$ cat src/rtl/pu_write_arbiter_if.sv
// PU-to-output-buffer write bus: per-PU write strobes/data/ready
// plus the single merged output-buffer write port.
interface pu_write_arbiter_if #(
   parameter int NUM_PU     = 2,
   parameter int DATA_WIDTH = 64,
   parameter int ID_W       = $clog2(NUM_PU)
);
   logic [NUM_PU-1:0]            pu_write_req;
   logic [NUM_PU*DATA_WIDTH-1:0] pu_write_data;
   logic [NUM_PU-1:0]            pu_write_ready;
   logic                         outbuf_write_ready;
   logic                         outbuf_write_req;
   logic [DATA_WIDTH-1:0]        outbuf_write_data;
   logic [ID_W-1:0]              outbuf_write_id;

   modport master (
      input  pu_write_req,
      input  pu_write_data,
      input  outbuf_write_ready,
      output pu_write_ready,
      output outbuf_write_req,
      output outbuf_write_data,
      output outbuf_write_id
   );

   modport slave (
      output pu_write_req,
      output pu_write_data,
      output outbuf_write_ready,
      input  pu_write_ready,
      input  outbuf_write_req,
      input  outbuf_write_data,
      input  outbuf_write_id
   );
endinterface

$ cat src/rtl/pu_write_arbiter.sv
// Round-robin merge of NUM_PU write streams into one output-buffer port,
// with 2-deep per-PU FIFOs and a per-layer beat counter producing done.
module pu_write_arbiter #(
   parameter int NUM_PU     = 2,
   parameter int DATA_WIDTH = 64,
   parameter int CNT_WIDTH  = 16,
   parameter int ID_W       = $clog2(NUM_PU)
) (
   input  logic                 clk,
   input  logic                 reset,
   input  logic                 start,
   input  logic [CNT_WIDTH-1:0] expected_writes,
   pu_write_arbiter_if.master   bus,
   output logic                 done,
   output logic                 overflow
);

   localparam logic [1:0] S_IDLE = 2'd0;
   localparam logic [1:0] S_RUN  = 2'd1;
   localparam logic [1:0] S_DONE = 2'd2;

   logic [1:0]            state_q, state_d;
   logic [DATA_WIDTH-1:0] fifo_q [NUM_PU][2];
   logic [DATA_WIDTH-1:0] fifo_d [NUM_PU][2];
   logic [1:0]            fcnt_q [NUM_PU];
   logic [1:0]            fcnt_d [NUM_PU];
   logic [ID_W-1:0]       rr_q, rr_d;
   logic [CNT_WIDTH-1:0]  cnt_q, cnt_d;
   logic [CNT_WIDTH-1:0]  exp_q, exp_d;
   logic                  ovf_q, ovf_d;
   logic                  oreq_q, oreq_d;
   logic [DATA_WIDTH-1:0] odata_q, odata_d;
   logic [ID_W-1:0]       oid_q, oid_d;

   logic [NUM_PU-1:0]     ready;
   logic [NUM_PU-1:0]     push;
   logic [NUM_PU-1:0]     nonempty;
   logic [NUM_PU-1:0]     gnt_vec;
   logic                  gnt;
   logic [ID_W-1:0]       gidx;
   logic [ID_W:0]         scan;
   logic                  drop;

   always_comb begin
      for (int i = 0; i < NUM_PU; i++) begin
         ready[i]    = (state_q == S_RUN) && (fcnt_q[i] != 2'd2);
         nonempty[i] = (fcnt_q[i] != 2'd0);
      end
      push = bus.pu_write_req & ready;
      drop = |(bus.pu_write_req & ~ready);
   end

   // first non-empty FIFO at or after rr_q, wrapping
   always_comb begin
      gnt  = 1'b0;
      gidx = '0;
      scan = '0;
      if (state_q == S_RUN && bus.outbuf_write_ready) begin
         for (int k = 0; k < NUM_PU; k++) begin
            scan = {1'b0, rr_q} + (ID_W+1)'(k);
            if (scan >= (ID_W+1)'(NUM_PU))
               scan = scan - (ID_W+1)'(NUM_PU);
            if (!gnt && nonempty[scan[ID_W-1:0]]) begin
               gnt  = 1'b1;
               gidx = scan[ID_W-1:0];
            end
         end
      end
      gnt_vec = gnt ? (NUM_PU'(1) << gidx) : '0;
      if (!gnt)
         rr_d = rr_q;
      else if (gidx == ID_W'(NUM_PU-1))
         rr_d = '0;
      else
         rr_d = gidx + ID_W'(1);
   end

   always_comb begin
      fifo_d = fifo_q;
      fcnt_d = fcnt_q;
      for (int i = 0; i < NUM_PU; i++) begin
         if (gnt_vec[i])
            fifo_d[i][0] = fifo_q[i][1];
         if (push[i]) begin
            if (fcnt_q[i] == 2'd0 || (fcnt_q[i] == 2'd1 && gnt_vec[i]))
               fifo_d[i][0] = bus.pu_write_data[i*DATA_WIDTH +: DATA_WIDTH];
            else
               fifo_d[i][1] = bus.pu_write_data[i*DATA_WIDTH +: DATA_WIDTH];
         end
         fcnt_d[i] = fcnt_q[i] + 2'(push[i]) - 2'(gnt_vec[i]);
      end
   end

   always_comb begin
      state_d = state_q;
      cnt_d   = cnt_q;
      exp_d   = exp_q;
      ovf_d   = ovf_q;
      unique case (state_q)
         S_IDLE: begin
            if (start) begin
               exp_d   = expected_writes;
               cnt_d   = '0;
               ovf_d   = 1'b0;
               state_d = (expected_writes == '0) ? S_DONE : S_RUN;
            end
         end
         S_RUN: begin
            if (gnt) begin
               cnt_d = cnt_q + CNT_WIDTH'(1);
               if (cnt_q == exp_q - CNT_WIDTH'(1))
                  state_d = S_DONE;
            end
         end
         S_DONE:  state_d = S_IDLE;
         default: state_d = S_IDLE;
      endcase
      if (drop)
         ovf_d = 1'b1;
      oreq_d  = gnt;
      odata_d = gnt ? fifo_q[gidx][0] : odata_q;
      oid_d   = gnt ? gidx : oid_q;
   end

   always_ff @(posedge clk or negedge reset) begin
      if (!reset) begin
         state_q <= S_IDLE;
         for (int i = 0; i < NUM_PU; i++) begin
            fifo_q[i][0] <= '0;
            fifo_q[i][1] <= '0;
            fcnt_q[i]    <= '0;
         end
         rr_q    <= '0;
         cnt_q   <= '0;
         exp_q   <= '0;
         ovf_q   <= 1'b0;
         oreq_q  <= 1'b0;
         odata_q <= '0;
         oid_q   <= '0;
      end else begin
         state_q <= state_d;
         fifo_q  <= fifo_d;
         fcnt_q  <= fcnt_d;
         rr_q    <= rr_d;
         cnt_q   <= cnt_d;
         exp_q   <= exp_d;
         ovf_q   <= ovf_d;
         oreq_q  <= oreq_d;
         odata_q <= odata_d;
         oid_q   <= oid_d;
      end
   end

   assign bus.pu_write_ready    = ready;
   assign bus.outbuf_write_req  = oreq_q;
   assign bus.outbuf_write_data = odata_q;
   assign bus.outbuf_write_id   = oid_q;
   assign done                  = (state_q == S_DONE);
   assign overflow              = ovf_q;

endmodule

$ cat src/flat_wrapper.sv
// flat-port wrapper written by rule: the top's interface ports become plain ports
module pu_write_arbiter_flat 
#(
   parameter int NUM_PU     = 2,
   parameter int DATA_WIDTH = 64,
   parameter int CNT_WIDTH  = 16,
   parameter int ID_W       = $clog2(NUM_PU)
)
  (clk, reset, start, expected_writes, done, overflow, bus_pu_write_req, bus_pu_write_data, bus_outbuf_write_ready, bus_pu_write_ready, bus_outbuf_write_req, bus_outbuf_write_data, bus_outbuf_write_id);
  pu_write_arbiter_if #(.NUM_PU(NUM_PU), .DATA_WIDTH(DATA_WIDTH), .ID_W(ID_W)) bus_i ();
  input  logic clk;
  input  logic reset;
  input  logic start;
  input  logic [CNT_WIDTH-1:0] expected_writes;
  output logic done;
  output logic overflow;
  input wire logic [$bits(bus_i.pu_write_req)-1:0] bus_pu_write_req;
  input wire logic [$bits(bus_i.pu_write_data)-1:0] bus_pu_write_data;
  input wire logic [$bits(bus_i.outbuf_write_ready)-1:0] bus_outbuf_write_ready;
  output wire logic [$bits(bus_i.pu_write_ready)-1:0] bus_pu_write_ready;
  output wire logic [$bits(bus_i.outbuf_write_req)-1:0] bus_outbuf_write_req;
  output wire logic [$bits(bus_i.outbuf_write_data)-1:0] bus_outbuf_write_data;
  output wire logic [$bits(bus_i.outbuf_write_id)-1:0] bus_outbuf_write_id;
  assign bus_i.pu_write_req = bus_pu_write_req;
  assign bus_i.pu_write_data = bus_pu_write_data;
  assign bus_i.outbuf_write_ready = bus_outbuf_write_ready;
  assign bus_pu_write_ready = bus_i.pu_write_ready;
  assign bus_outbuf_write_req = bus_i.outbuf_write_req;
  assign bus_outbuf_write_data = bus_i.outbuf_write_data;
  assign bus_outbuf_write_id = bus_i.outbuf_write_id;
  pu_write_arbiter #(.NUM_PU(NUM_PU), .DATA_WIDTH(DATA_WIDTH), .CNT_WIDTH(CNT_WIDTH), .ID_W(ID_W)) u_core (.clk(clk), .reset(reset), .start(start), .expected_writes(expected_writes), .bus(bus_i), .done(done), .overflow(overflow));
endmodule
$ cat config.mk
export PLATFORM = sky130hd
export DESIGN_NAME = pu_write_arbiter_flat
export DESIGN_NICKNAME = d
export VERILOG_FILES = /design/src/rtl/pu_write_arbiter_if.sv /design/src/rtl/pu_write_arbiter.sv /design/src/flat_wrapper.sv
export SDC_FILE = /design/constraint.sdc
export NUM_CORES = 1
export LEC_CHECK = 0
export ABC_AREA = 1
export CAP_MARGIN = 20
export CORE_UTILIZATION = 28
export CTS_BUF_LIST = sky130_fd_sc_hd__clkbuf_4 sky130_fd_sc_hd__clkbuf_8 sky130_fd_sc_hd__clkbuf_16
export CTS_CLUSTER_DIAMETER = 30
export DETAILED_ROUTE_END_ITERATION = 8
export SKIP_LAST_GASP = 1
export SYNTH_ARGS = -nofsm -noshare
export SYNTH_HDL_FRONTEND = slang
export SYNTH_SLANG_ARGS = --single-unit
$ cat constraint.sdc
create_clock -name clk -period 4.54 [get_ports clk]
set_input_delay 1.362 -clock clk [delete_from_list [all_inputs] [get_ports clk]]
set_output_delay 1.362 -clock clk [all_outputs]
set_load 0.02 [all_outputs]
* Word level (Yosys, flattened, before mapping)
Index checks and enable logic that the tools add are counted.
Word-level totals: register bits after elaboration 362, output and inout bits 70, word-level logic and storage cells 110
Cells by class: $add $sub $neg 10, $lt $le $gt $ge 5, equal/unequal tests 10, shift operators 1, muxes and demuxes 39, bitwise operators 6, reduce and logical (&&, ||, !) cells 25
Operators with widths (count):
- 128-bit 2-to-1 mux | 5
- 64-bit 2-to-1 mux | 6
- 16-bit 2-to-1 mux | 2
- 16-bit case mux with 2 select lines | 1
- 1-bit 2-to-1 mux | 19
- 16-bit by 1-bit adder with 16-bit output (second input constant) | 1
- 16-bit equality test | 1
- 16-bit logical NOT | 1
- 16-bit by 1-bit subtractor with 16-bit output (second input constant) | 1
- 2-bit 2-to-1 mux | 5
- 2-bit nonzero test | 5
- 2-bit inequality test (second input constant) | 4
- 2-bit AND reduction | 4
- 2-bit by 1-bit equality test with 1-bit output (second input constant) | 3
- 1-bit logical AND | 6
- 2-bit logical NOT | 3
- 3-bit AND reduction | 2
- 2-bit by 1-bit adder with 2-bit output | 2
- 2-bit AND | 2
- 2-bit >= comparator (second input constant) | 2
- 1-bit by 2-bit less-than comparator with 1-bit output (second input constant) | 2
- 2-bit case mux with 2 select lines | 1
- 2-bit by 1-bit subtractor with 2-bit output | 2
- 1-bit by 1-bit adder with 2-bit output (second input constant) | 1
- 12 further kinds | 15

* Depth between registers and ports, before layout
depth in word-level cells 17, gate-level depth with buffers 14, depth with buffers taken out 14

* Worst setup path after synthesis
Ideal clock, no wire load.
kind input-to-reg, start input port bus_outbuf_write_ready, end register u_core.fcnt_q[3] in the netlist's numbering, setup time 123 ps, data arrival time 2652 ps, required time 4417 ps, path slack 1766 ps, stages on the path 10, path buffers 1, cells stage by stage inv_1 nor2_4 nand3_2 nand2_4 inv_2 clkbuf_1 ha_1 inv_1 ha_1 xnor2_1
RTL lines:
- start: declaration | line flat_wrapper.sv:19 | input wire logic [$bits(bus_i.outbuf_write_ready)-1:0] bus_outbuf_write_ready;
- end signal: assignment | line pu_write_arbiter.sv:143 | fcnt_q <= fcnt_d;
- end: declaration | line pu_write_arbiter.sv:25 | logic [1:0] fcnt_q [NUM_PU];

* Worst setup path in the final report
start register u_core.state_q[1], end output port bus_pu_write_ready[0]
Between the ends: word-level cells in the longest chain between the ends 2
RTL lines:
- start: declaration | line pu_write_arbiter.sv:22 | logic [1:0] state_q, state_d;
- start signal: assignment | line pu_write_arbiter.sv:141 | state_q <= state_d;
- 2-bit by 1-bit equality test with 1-bit output | line pu_write_arbiter.sv:46 | ready[i] = (state_q == S_RUN) && (fcnt_q[i] != 2'd2);
- 1-bit logical AND | line pu_write_arbiter.sv:46
- end: declaration | line flat_wrapper.sv:20 | output wire logic [$bits(bus_i.pu_write_ready)-1:0] bus_pu_write_ready;
Every way passes these cells.

==> impl_metrics.yaml <==
status:
  status: "finished clean"
layout:
  number_of_diodes_added_for_antenna_fixing: 0
  nFillCells: 5692
  finish.instance_area_mm2: 0.0226
  layout-area-overhead-vs-synth_pct: 36.7
  multiInputGateArea_mm2: 0.00581
  seq_cell_area_mm2: 0.00906
  num-nets-final: 2304
  layout-drive-gt1-share_pct: 12.7
grt:
  grt_max_degree: 115
  initial_antenna_violation_count: 1
  grt_first_pass_wirelength_um: 73500
  grt_usage_pct: 15.5
  grt_remaining_overflow: 0
  first_global_vias: 13842
critical_path:
  end_kind: "primary output"
  worstPathMaxFanout: 5
  worst-setup-path-type: "flip-flop to primary output"
  worstPathRequired_ps: 3180
  timing.critical_path.arrival_ps: 2090
  crit_path_start_kind: "flip-flop"
synth:
  synth_seq_area_share_pct: 54.7
  yosys.cell_types.count: 36
  synth_commonest_cells: "516 x nand2_1, 362 x dfrtp_1, 315 x inv_1"
  post_synth_inst_count: 1918
  synth_warnings: 0
  syn_nets: 2074
  synth-main-ff-cell: "dfrtp_1"
  netlist_top_cells_area: "dfrtp_1 55%, nand2_1 12%, o21ai_0 8.0%"
  synthArstFlopShare_pct: 100
  synthDominantAreaCellType: "dfrtp_1"
  syn_area_per_cell_um2: 8.63
  synth.most_common_cell: "nand2_1"
  synth_enable_flop_cells: 0
  synth_top_area_share_pct: 54.7
  synth.ff_latch_count: 362
  syn_area_mm2: 0.0166
floorplan:
  design.core.area_mm2: 0.0580
  die_height_um: 245
  initial_core_util_pct: 28.5
  row_count: 88
  floorplan.io_pins: 220
  dieArea_mm2: 0.0601
  die_width_um: 245
clock_network:
  post_cts.repair.setup_buffers: 0
  clock-root-buffer: "clkbuf_16"
  cts-hold-fix-buffers: 0
  cts_buffers: 86
  clock_insertion_delay_at_the_later_pin_of_the_skew_report_ps: 610
  cts-root-to-sink-buffers: 3
  cts_max_level: 3
  tritoncts: "built"
  worst_setup_hold_path_clk_slew_ps: 40
  clock_tree_sinks: 362
  post_cts_resized: 0
placement:
  cell_area_reported_after_detailed_placement_mm2: 0.0196
  port_buffers: 219
  gp_routability_congestion: 0.804
  dp.final_hpwl_um: 29500
sta:
  min_period_over_period_pct: 76.0
  timing.slew.headroom_pct: 35.6
  final_hold_slack_ps: 480
  final_hold_viol_count: 0
  finalSetupTns_ps: 0
  period_minus_slack_ps: 3450
  max_slew_violation_count: 0
  tightest_slew_ps: 966
  rsz_0062_raised_after_global_routing: "false"
  fmax_mhz: 290
  finClkSkew_ps: 26.3
  setup_viol: 0
detailed_routing:
  avgViaCountPerCell: 4.52
  via_count: 13495
  detail_route.first_pass.iterations: 5
  routed_wire_length_per_instance_um: 15.4
  postRouteAntennaNets: 0
  detail_route.drc_violations: 0
  wirelength_um: 45800
  drt_iter0_drc: 747
power_and_ir_drop:
  power_density_mw_per_mm2: 766
  power.static_leakage_nw: 10.8
  worst_ir_drop_vdd_uv: 352
worst_hold_path:
  min_path_type: "flip-flop to flip-flop"
run:
  drv_cap: 0
==> logic make-up after synthesis <==
group,count (synthesis),synth area share (%)
buf+inv,428,10.5
xor+xnor,14,0.741
simple gates,620,14.8
fa+ha+maj,6,0.453
compound gates,488,18.8
flops,362,54.7
==> area by class of cell <==
type                    count  area share, %
flip-flops and latches    362           40.0
multi-input cells        1128           25.7
repair buffers            250           11.3
clock buffers             114           11.2
inverters                 320           5.32
well taps                 765           4.23
clock inverters            45           2.30
==> cell usage in the layout (no fill, tap or decap), drive strengths merged, types with 32 or more instances in the layout <==
master and n:
o21ai 362, inv 327, nor2 49, dfrtp 362, nand2 521, o211ai 48
clkbuf 114, clkdlybuf4s50 218, buf 32, o221ai 65
==> per-layer routing <==
layer	vias up	global-route usage (%)	share of wire, %	wire [um]
li1	6650	-	-	-
met1	6434	20.3	46	21000
met2	342	24.6	46	21200
met3	67	3.58	5.5	2540
met4	2	6.12	2.2	1020
met5	-	0	0.028	13
==> registers in the layout, indices dropped and copies added, names as in the netlist <==
register	flops
u_core.overflow	1
u_core.fcnt_q	4
u_core.exp_q	16
u_core.fifo_q	256
u_core.cnt_q	16
u_core.rr_q	1
u_core.bus.outbuf_write_req	1
u_core.bus.outbuf_write_data	64
u_core.bus.outbuf_write_id	1
u_core.state_q	2
==> metrics by stage <==
| stage | util [%] | instances | total power, W | setup slack, ps |
|---|---|---|---|---|
| after floorplan | - | 1918 | 0.00910 | 1770 |
| after global placement | 33.8 | 2825 | 0.0109 | 627 |
| after detailed placement | 33.8 | 2825 | 0.0111 | 667 |
| after CTS | 39.0 | 2984 | 0.0176 | 1040 |
| after global routing | 39.0 | 2984 | 0.0186 | 991 |
| final | 39.0 | 2984 | 0.0173 | 1090 |
==> power by group <==
part | internal, W | total (W) | switching [W] | leakage, nW
logic | 0.00220 | 0.00557 | 0.00337 | 4.79
registers | 0.00470 | 0.00545 | 0.000747 | 4.53
clock network | 0.00437 | 0.00632 | 0.00195 | 1.50
total | 0.0113 | 0.0173 | 0.00607 | 10.8
==> worst paths after layout <==
check | from | end | slack [ps] | cells past startpoint
hold reg to reg | u_core.fifo_q[42] | u_core.fifo_q[42] | 480 | 2
max in group asynchronous | reset | u_core.fifo_q[225] | 2670 | 2
setup reg to reg | u_core.state_q[1] | u_core.fifo_q[58] | 1830 | 9
setup / recovery | u_core.state_q[1] | bus_pu_write_ready[0] | 1090 | 4
hold / removal | u_core.fifo_q[42] | u_core.fifo_q[42] | 480 | 2
min in group asynchronous | reset | u_core.fcnt_q[1] | 800 | 1
==> worst max-delay path, cell delays in order, from the launching register on <==
cell             delay (ps)
dfrtp_1                 380
inv_2                    80
nand2_2                 120
a21oi_2                 230
clkdlybuf4s50_1         660
No activity file was read; power rests on OpenSTA's default activity.
